**src/rtl/alu_muldiv_hilo_if.sv**
```systemverilog
// Issue/result bundle between the execute stage and the HI/LO multiply/divide unit.
// The master side issues ops and watches busy/done; the slave side is the unit itself.
interface alu_muldiv_hilo_if #(
    parameter int DATA_W = 32
) ();
    logic              start;
    logic [2:0]        op;
    logic [DATA_W-1:0] data1;
    logic [DATA_W-1:0] data2;
    logic              cancel;
    logic              busy;
    logic              done;
    logic [DATA_W-1:0] hi;
    logic [DATA_W-1:0] lo;

    modport master (
        output start, op, data1, data2, cancel,
        input  busy, done, hi, lo
    );

    modport slave (
        input  start, op, data1, data2, cancel,
        output busy, done, hi, lo
    );
endinterface

```
**src/rtl/alu_muldiv_hilo.sv**
```systemverilog
// Multi-cycle multiply / restoring divide unit that owns the HI/LO register pair.
// Multiplies complete after MUL_DELAY busy cycles, divides after DATA_W+1 busy cycles.
module alu_muldiv_hilo #(
    parameter int DATA_W    = 32,
    parameter int MUL_DELAY = 4
) (
    input logic              clock,
    input logic              reset,
    alu_muldiv_hilo_if.slave bus
);
    localparam int CNT_MAX = (MUL_DELAY > DATA_W + 1) ? MUL_DELAY : DATA_W + 1;
    localparam int CNT_W   = $clog2(CNT_MAX);

    localparam logic [2:0] OP_MULT  = 3'd1;
    localparam logic [2:0] OP_MULTU = 3'd2;
    localparam logic [2:0] OP_DIV   = 3'd3;
    localparam logic [2:0] OP_DIVU  = 3'd4;
    localparam logic [2:0] OP_MTHI  = 3'd5;
    localparam logic [2:0] OP_MTLO  = 3'd6;

    typedef enum logic [1:0] {IDLE, MUL, DIV, DIV_FIX} state_t;

    state_t                   state, state_nxt;
    logic [CNT_W-1:0]         cnt;
    logic [DATA_W-1:0]        op_a, op_b, quo, rem;
    logic                     sgn;
    logic [DATA_W-1:0]        hi_r, lo_r;
    logic                     done_r;
    logic                     accept, is_mul, is_div, res_wr, mul_wr;
    logic signed [2*DATA_W-1:0] mul_a, mul_b, mul_p;
    logic [DATA_W-1:0]        dvs, fix_q, fix_r;
    logic [DATA_W:0]          div_sh, div_diff;

    function automatic logic [DATA_W-1:0] neg_if(input logic [DATA_W-1:0] v, input logic c);
        return c ? (~v + DATA_W'(1)) : v;
    endfunction

    function automatic logic [DATA_W-1:0] mag(input logic [DATA_W-1:0] v, input logic s);
        return neg_if(v, s && v[DATA_W-1]);
    endfunction

    assign is_mul   = (bus.op == OP_MULT) || (bus.op == OP_MULTU);
    assign is_div   = (bus.op == OP_DIV) || (bus.op == OP_DIVU);
    assign accept   = bus.start && !bus.cancel && (state == IDLE);
    assign bus.busy = (state != IDLE);
    assign bus.done = done_r;
    assign bus.hi   = hi_r;
    assign bus.lo   = lo_r;

    // Product is formed from the latched operands; only the final edge captures it.
    always_comb begin
        mul_a = sgn ? {{DATA_W{op_a[DATA_W-1]}}, op_a} : {{DATA_W{1'b0}}, op_a};
        mul_b = sgn ? {{DATA_W{op_b[DATA_W-1]}}, op_b} : {{DATA_W{1'b0}}, op_b};
        mul_p = mul_a * mul_b;
    end

    // Restoring step on magnitudes; a zero divisor bypasses sign correction entirely.
    always_comb begin
        dvs      = mag(op_b, sgn);
        div_sh   = {rem, quo[DATA_W-1]};
        div_diff = div_sh - {1'b0, dvs};
        if (op_b == '0) begin
            fix_q = '1;
            fix_r = op_a;
        end else begin
            fix_q = neg_if(quo, sgn && (op_a[DATA_W-1] ^ op_b[DATA_W-1]));
            fix_r = neg_if(rem, sgn && op_a[DATA_W-1]);
        end
    end

    always_ff @(posedge clock) begin
        if (reset) state <= IDLE;
        else       state <= state_nxt;
    end

    always_comb begin
        state_nxt = state;
        res_wr    = 1'b0;
        mul_wr    = 1'b0;
        case (state)
            IDLE: begin
                if (accept && is_mul)      state_nxt = MUL;
                else if (accept && is_div) state_nxt = DIV;
            end
            MUL: begin
                if (bus.cancel) begin
                    state_nxt = IDLE;
                end else if (cnt == '0) begin
                    state_nxt = IDLE;
                    res_wr    = 1'b1;
                    mul_wr    = 1'b1;
                end
            end
            DIV: begin
                if (bus.cancel)      state_nxt = IDLE;
                else if (cnt == '0)  state_nxt = DIV_FIX;
            end
            DIV_FIX: begin
                state_nxt = IDLE;
                res_wr    = !bus.cancel;
            end
            default: state_nxt = IDLE;
        endcase
    end

    always_ff @(posedge clock) begin
        if (reset) begin
            cnt    <= '0;
            op_a   <= '0;
            op_b   <= '0;
            quo    <= '0;
            rem    <= '0;
            sgn    <= 1'b0;
            hi_r   <= '0;
            lo_r   <= '0;
            done_r <= 1'b0;
        end else begin
            done_r <= res_wr;
            if (accept) begin
                case (bus.op)
                    OP_MULT, OP_MULTU, OP_DIV, OP_DIVU: begin
                        op_a <= bus.data1;
                        op_b <= bus.data2;
                        sgn  <= (bus.op == OP_MULT) || (bus.op == OP_DIV);
                        rem  <= '0;
                        quo  <= mag(bus.data1, bus.op == OP_DIV);
                        cnt  <= is_mul ? CNT_W'(MUL_DELAY - 1) : CNT_W'(DATA_W - 1);
                    end
                    OP_MTHI: hi_r <= bus.data1;
                    OP_MTLO: lo_r <= bus.data1;
                    default: ;
                endcase
            end else if ((state == MUL) || (state == DIV)) begin
                if (cnt != '0) cnt <= cnt - CNT_W'(1);
                if (state == DIV) begin
                    if (!div_diff[DATA_W]) begin
                        rem <= div_diff[DATA_W-1:0];
                        quo <= {quo[DATA_W-2:0], 1'b1};
                    end else begin
                        rem <= div_sh[DATA_W-1:0];
                        quo <= {quo[DATA_W-2:0], 1'b0};
                    end
                end
            end
            if (res_wr) begin
                if (mul_wr) begin
                    {hi_r, lo_r} <= mul_p;
                end else begin
                    hi_r <= fix_r;
                    lo_r <= fix_q;
                end
            end
        end
    end
endmodule

```
**src/flat_wrapper.sv**
```systemverilog
// flat-port wrapper written by rule: the top's interface ports become plain ports
module alu_muldiv_hilo_flat 
#(
    parameter int DATA_W    = 32,
    parameter int MUL_DELAY = 4
)
  (clock, reset, bus_start, bus_op, bus_data1, bus_data2, bus_cancel, bus_busy, bus_done, bus_hi, bus_lo);
  alu_muldiv_hilo_if #(.DATA_W(DATA_W)) bus_i ();
  input logic clock;
  input logic reset;
  input wire logic [$bits(bus_i.start)-1:0] bus_start;
  input wire logic [$bits(bus_i.op)-1:0] bus_op;
  input wire logic [$bits(bus_i.data1)-1:0] bus_data1;
  input wire logic [$bits(bus_i.data2)-1:0] bus_data2;
  input wire logic [$bits(bus_i.cancel)-1:0] bus_cancel;
  output wire logic [$bits(bus_i.busy)-1:0] bus_busy;
  output wire logic [$bits(bus_i.done)-1:0] bus_done;
  output wire logic [$bits(bus_i.hi)-1:0] bus_hi;
  output wire logic [$bits(bus_i.lo)-1:0] bus_lo;
  assign bus_i.start = bus_start;
  assign bus_i.op = bus_op;
  assign bus_i.data1 = bus_data1;
  assign bus_i.data2 = bus_data2;
  assign bus_i.cancel = bus_cancel;
  assign bus_busy = bus_i.busy;
  assign bus_done = bus_i.done;
  assign bus_hi = bus_i.hi;
  assign bus_lo = bus_i.lo;
  alu_muldiv_hilo #(.DATA_W(DATA_W), .MUL_DELAY(MUL_DELAY)) u_core (.clock(clock), .reset(reset), .bus(bus_i));
endmodule
```
**config.mk**
```make
export PLATFORM = sky130hd
export DESIGN_NAME = alu_muldiv_hilo_flat
export DESIGN_NICKNAME = d
export VERILOG_FILES = /design/src/rtl/alu_muldiv_hilo_if.sv /design/src/rtl/alu_muldiv_hilo.sv /design/src/flat_wrapper.sv
export SDC_FILE = /design/constraint.sdc
export NUM_CORES = 2
export LEC_CHECK = 0
export CAP_MARGIN = 10
export CELL_PAD_IN_SITES_DETAIL_PLACEMENT = 1
export CELL_PAD_IN_SITES_GLOBAL_PLACEMENT = 1
export CORE_ASPECT_RATIO = 0.9
export CORE_MARGIN = 5
export CORE_UTILIZATION = 35
export CTS_CLUSTER_SIZE = 12
export DETAILED_ROUTE_END_ITERATION = 10
export GPL_ROUTABILITY_DRIVEN = 0
export HOLD_SLACK_MARGIN = 0.08
export PLACE_DENSITY_LB_ADDON = 0.08
export SYNTH_ARGS = -nofsm -noshare
export SYNTH_HDL_FRONTEND = slang
export SYNTH_SLANG_ARGS = --single-unit
```
**constraint.sdc**
```tcl
create_clock -name clock -period 13.12 [get_ports clock]
set_clock_uncertainty 0.05 [all_clocks]
set_input_delay 3.28 -clock clock [delete_from_list [all_inputs] [get_ports clock]]
set_output_delay 3.28 -clock clock [all_outputs]
set_load 0.02 [all_outputs]
```
==> impl_metrics.json <==
{
  "maxCapViolations": 0,
  "layout_commonest_cell": "inv_1",
  "rrSetupSlack_ns": 2.16,
  "clock_latency_ns": 0.57,
  "syn-num-nets": 8755,
  "syn_to_final_growth_pct": 7.50,
  "port_buffers": 136,
  "fin_crit_ns": 10.96,
  "viasPerCell": 5.15,
  "clock.fmax_mhz": 91.3,
  "worstPathRequired_ns": 13.52,
  "synth_top_area_cell": "fa_1",
  "p_int_mw": 2.24,
  "slew_headroom_pct": 22.7,
  "clk_path_buf_depth": 3,
  "drt_drc_violations_left": 0,
  "combPwrFrac_pct": 64.3,
  "die_h_um": 407,
  "grt_use_total_pct": 25.8,
  "h-tree-depth": 1,
  "gr-total-overflow": 0,
  "synth-edff-count": 0,
  "cts_root_buf": "clkbuf_16",
  "num_rows": 145,
  "grt_max_degree": 74,
  "cp_common_cell": "fa_1",
  "final_cell_mix": "inv_1, fa_1, nand2_1",
  "power.total_mw": 4.77,
  "rsz0062_at_grt": "no",
  "cts_buffers": 29,
  "synth_top_area_share_pct": 46.4,
  "arrival_ns": 11.36,
  "slew_viol_final": 0,
  "finalSetupViolCount": 0,
  "num_io_pins": 137,
  "grt_pass1_wl_um": 355000,
  "leakagePower_nw": 32.7,
  "period_share_pct": 83.5,
  "pwr-share-clk_pct": 16.6,
  "clk_pin_slew_ns": 0.06,
  "antenna_found_initial": 7,
  "p_sw_mw": 2.53,
  "synth_top_flop_cell": "dfxtp_1",
  "synth_cell_types": 83,
  "dr.pass1.iters": 6,
  "tightest_slew_ns": 1.16,
  "final_nets": 8643,
  "fin_tns_setup_ns": 0,
  "antenna_left": 0,
  "cts_tree": "yes",
  "dieArea_mm2": 0.184,
  "crit_slowest_cell": "dfxtp_1",
  "drive_gt1_share_pct": 3.25,
  "dr_total_vias": 46700,
  "coreArea_mm2": 0.174,
  "synth_area_mm2": 0.0614,
  "hpwl_um": 191000,
  "cp-start-kind": "register",
  "routed_wl_um": 234000,
  "post_cts_buffers": 0,
  "fp.dieW_um": 451,
  "async_reset_ff_share_pct": 0,
  "ir_worst_vdd_uv": 234,
  "power_density_mw_per_mm2": 72.3,
  "wl_per_cell_um": 25.9,
  "end_kind": "register",
  "dr.first_iter.drc_count": 2943,
  "critPathMaxFanout": 28,
  "cts_num_sinks": 202,
  "post_cts_resized": 0,
  "yosys_warnings": 0,
  "syn_area_per_cell_um2": 8.93,
  "initial_utilization_pct": 35.3,
  "holdBufCountCts": 0,
  "p_sw_share_pct": 53.1,
  "postSynthCellCount": 6871,
  "ys_ff_latch": 202,
  "outcome": "finished, final reports clean",
  "crit_type": "register to register",
  "fill_cells": 20300,
  "max_stage_delay_ns": 0.77,
  "grt_pass1_vias": 52100,
  "synth_area_leaders": "fa_1, inv_1, ha_1",
  "finalHoldViolCount": 0,
  "synth.yosys.seq_area_share_pct": 6.59,
  "p_seq_share_pct": 19.1,
  "hold_path_class": "register to register"
}
sequential cells by signal, summed over array words and instances, names as in the netlist:
| signal | cells |
|---|---|
| u_core.op_a | 32 |
| u_core.bus.done | 1 |
| u_core.quo | 32 |
| u_core.op_b | 32 |
| u_core.bus.lo | 32 |
| u_core.rem | 32 |
| u_core.sgn | 1 |
| u_core.state | 2 |
| u_core.cnt | 6 |
| u_core.bus.hi | 32 |
per-stage QoR:
| step | instances | utilization [%] | instance area [um2] | setup WS, ns | hold slack (ns) |
|---|---|---|---|---|---|
| 6_report | 9061 | 37.9 | 66000 | 2.16 | 0.408 |
| 5_1_grt | 9054 | 37.9 | 66000 | 1.69 | 0.428 |
| 4_1_cts | 9053 | 37.9 | 65900 | 2.18 | 0.409 |
| 3_5_place_dp | 9005 | 37.4 | 65000 | 2.22 | 0.401 |
| 3_3_place_gp | 9005 | 37.4 | 65000 | 2.36 | 0.393 |
| 2_1_floorplan | 6871 | - | 61400 | 3.73 | 0.387 |
synth_stat cells (5+ instances only):
cell / instances
nor2_1: 191
nor3b_1: 6
and2_1: 637
nor3_1: 38
o21a_1: 14
mux2_2: 7
a21o_1: 64
and3_1: 33
nand4_1: 16
xor2_1: 96
nor2b_1: 12
a21oi_1: 326
ha_1: 391
buf_2: 5
o21ai_0: 134
mux2i_1: 10
o221ai_1: 5
o211ai_1: 22
o31ai_1: 28
o22ai_1: 7
or4_1: 14
nor4_1: 17
nand2b_1: 20
a222oi_1: 8
a41oi_1: 5
nand3_1: 48
o21bai_1: 20
buf_1: 23
a22oi_1: 31
fa_1: 1422
o41ai_1: 15
a311oi_1: 15
clkbuf_1: 362
nand2_1: 773
xnor2_1: 162
or3_1: 18
a221oi_1: 7
inv_1: 1503
dfxtp_1: 202
a31oi_1: 31
a211oi_1: 58
o31a_1: 5
metal layers:
| metal | up-vias | GRT usage [%] | routed length, um |
|---|---|---|---|
| li1 | 20500 | - | - |
| met2 | 994 | 42.2 | 109000 |
| met1 | 25000 | 37.6 | 109000 |
| met5 | - | 0 | 0 |
| met3 | 191 | 1.76 | 9590 |
| met4 | 0 | 5.61 | 6280 |
cell type report:
class	instances	area, um2	area share [%]
Antenna cell	7	17.5	0.0266
Multi-Input combinational cell	4773	50200	76.1
Clock buffer	40	827	1.25
Timing Repair Buffer	250	2240	3.39
Clock inverter	8	92.6	0.140
Tap cell	2278	2850	4.32
Sequential cell	202	4070	6.18
Inverter	1503	5640	8.55
path summary, 6_finish.rpt:
| kind | startpoint | to | cells past startpoint |
|---|---|---|---|
| worst max register to register | u_core.sgn | u_core.bus.hi[28] | 29 |
| worst min register to register | u_core.op_b[19] | u_core.op_b[19] | 2 |
| worst min-delay path | u_core.op_b[19] | u_core.op_b[19] | 2 |
| worst max-delay path | u_core.sgn | u_core.bus.hi[28] | 29 |
worst max-delay path, delay by kind of cell (launching register included):
family	cells	cell delay, ns
DFF	1	0.77
AOI/OAI and AO/OA	1	0.52
muxes	1	0.08
adders and majority gates	10	4.68
xor gates and xnor gates	1	0.42
and+or+nand+nor	9	2.83
buffers and inverters	7	1.43
logic make-up after synthesis:
family | count (synthesis) | share of synthesized area [%]
flops | 202 | 6.59
buf+inv | 1896 | 11.6
mux | 17 | 0.292
simple gates | 1853 | 15.0
fa+ha+maj | 1816 | 54.4
compound gates | 828 | 8.41
xor+xnor | 259 | 3.71
power groups by stage:
stage	clock (mW)	combinational [mW]	sequential, mW
finish	0.793	3.07	0.909
global route	0.830	3.32	0.919
CTS	0.811	3.02	0.905
detailed placement	0	3.00	0.918
global placement	0	2.98	0.915
floorplan	0	2.01	0.823
Power figures use the tool's default switching activity.
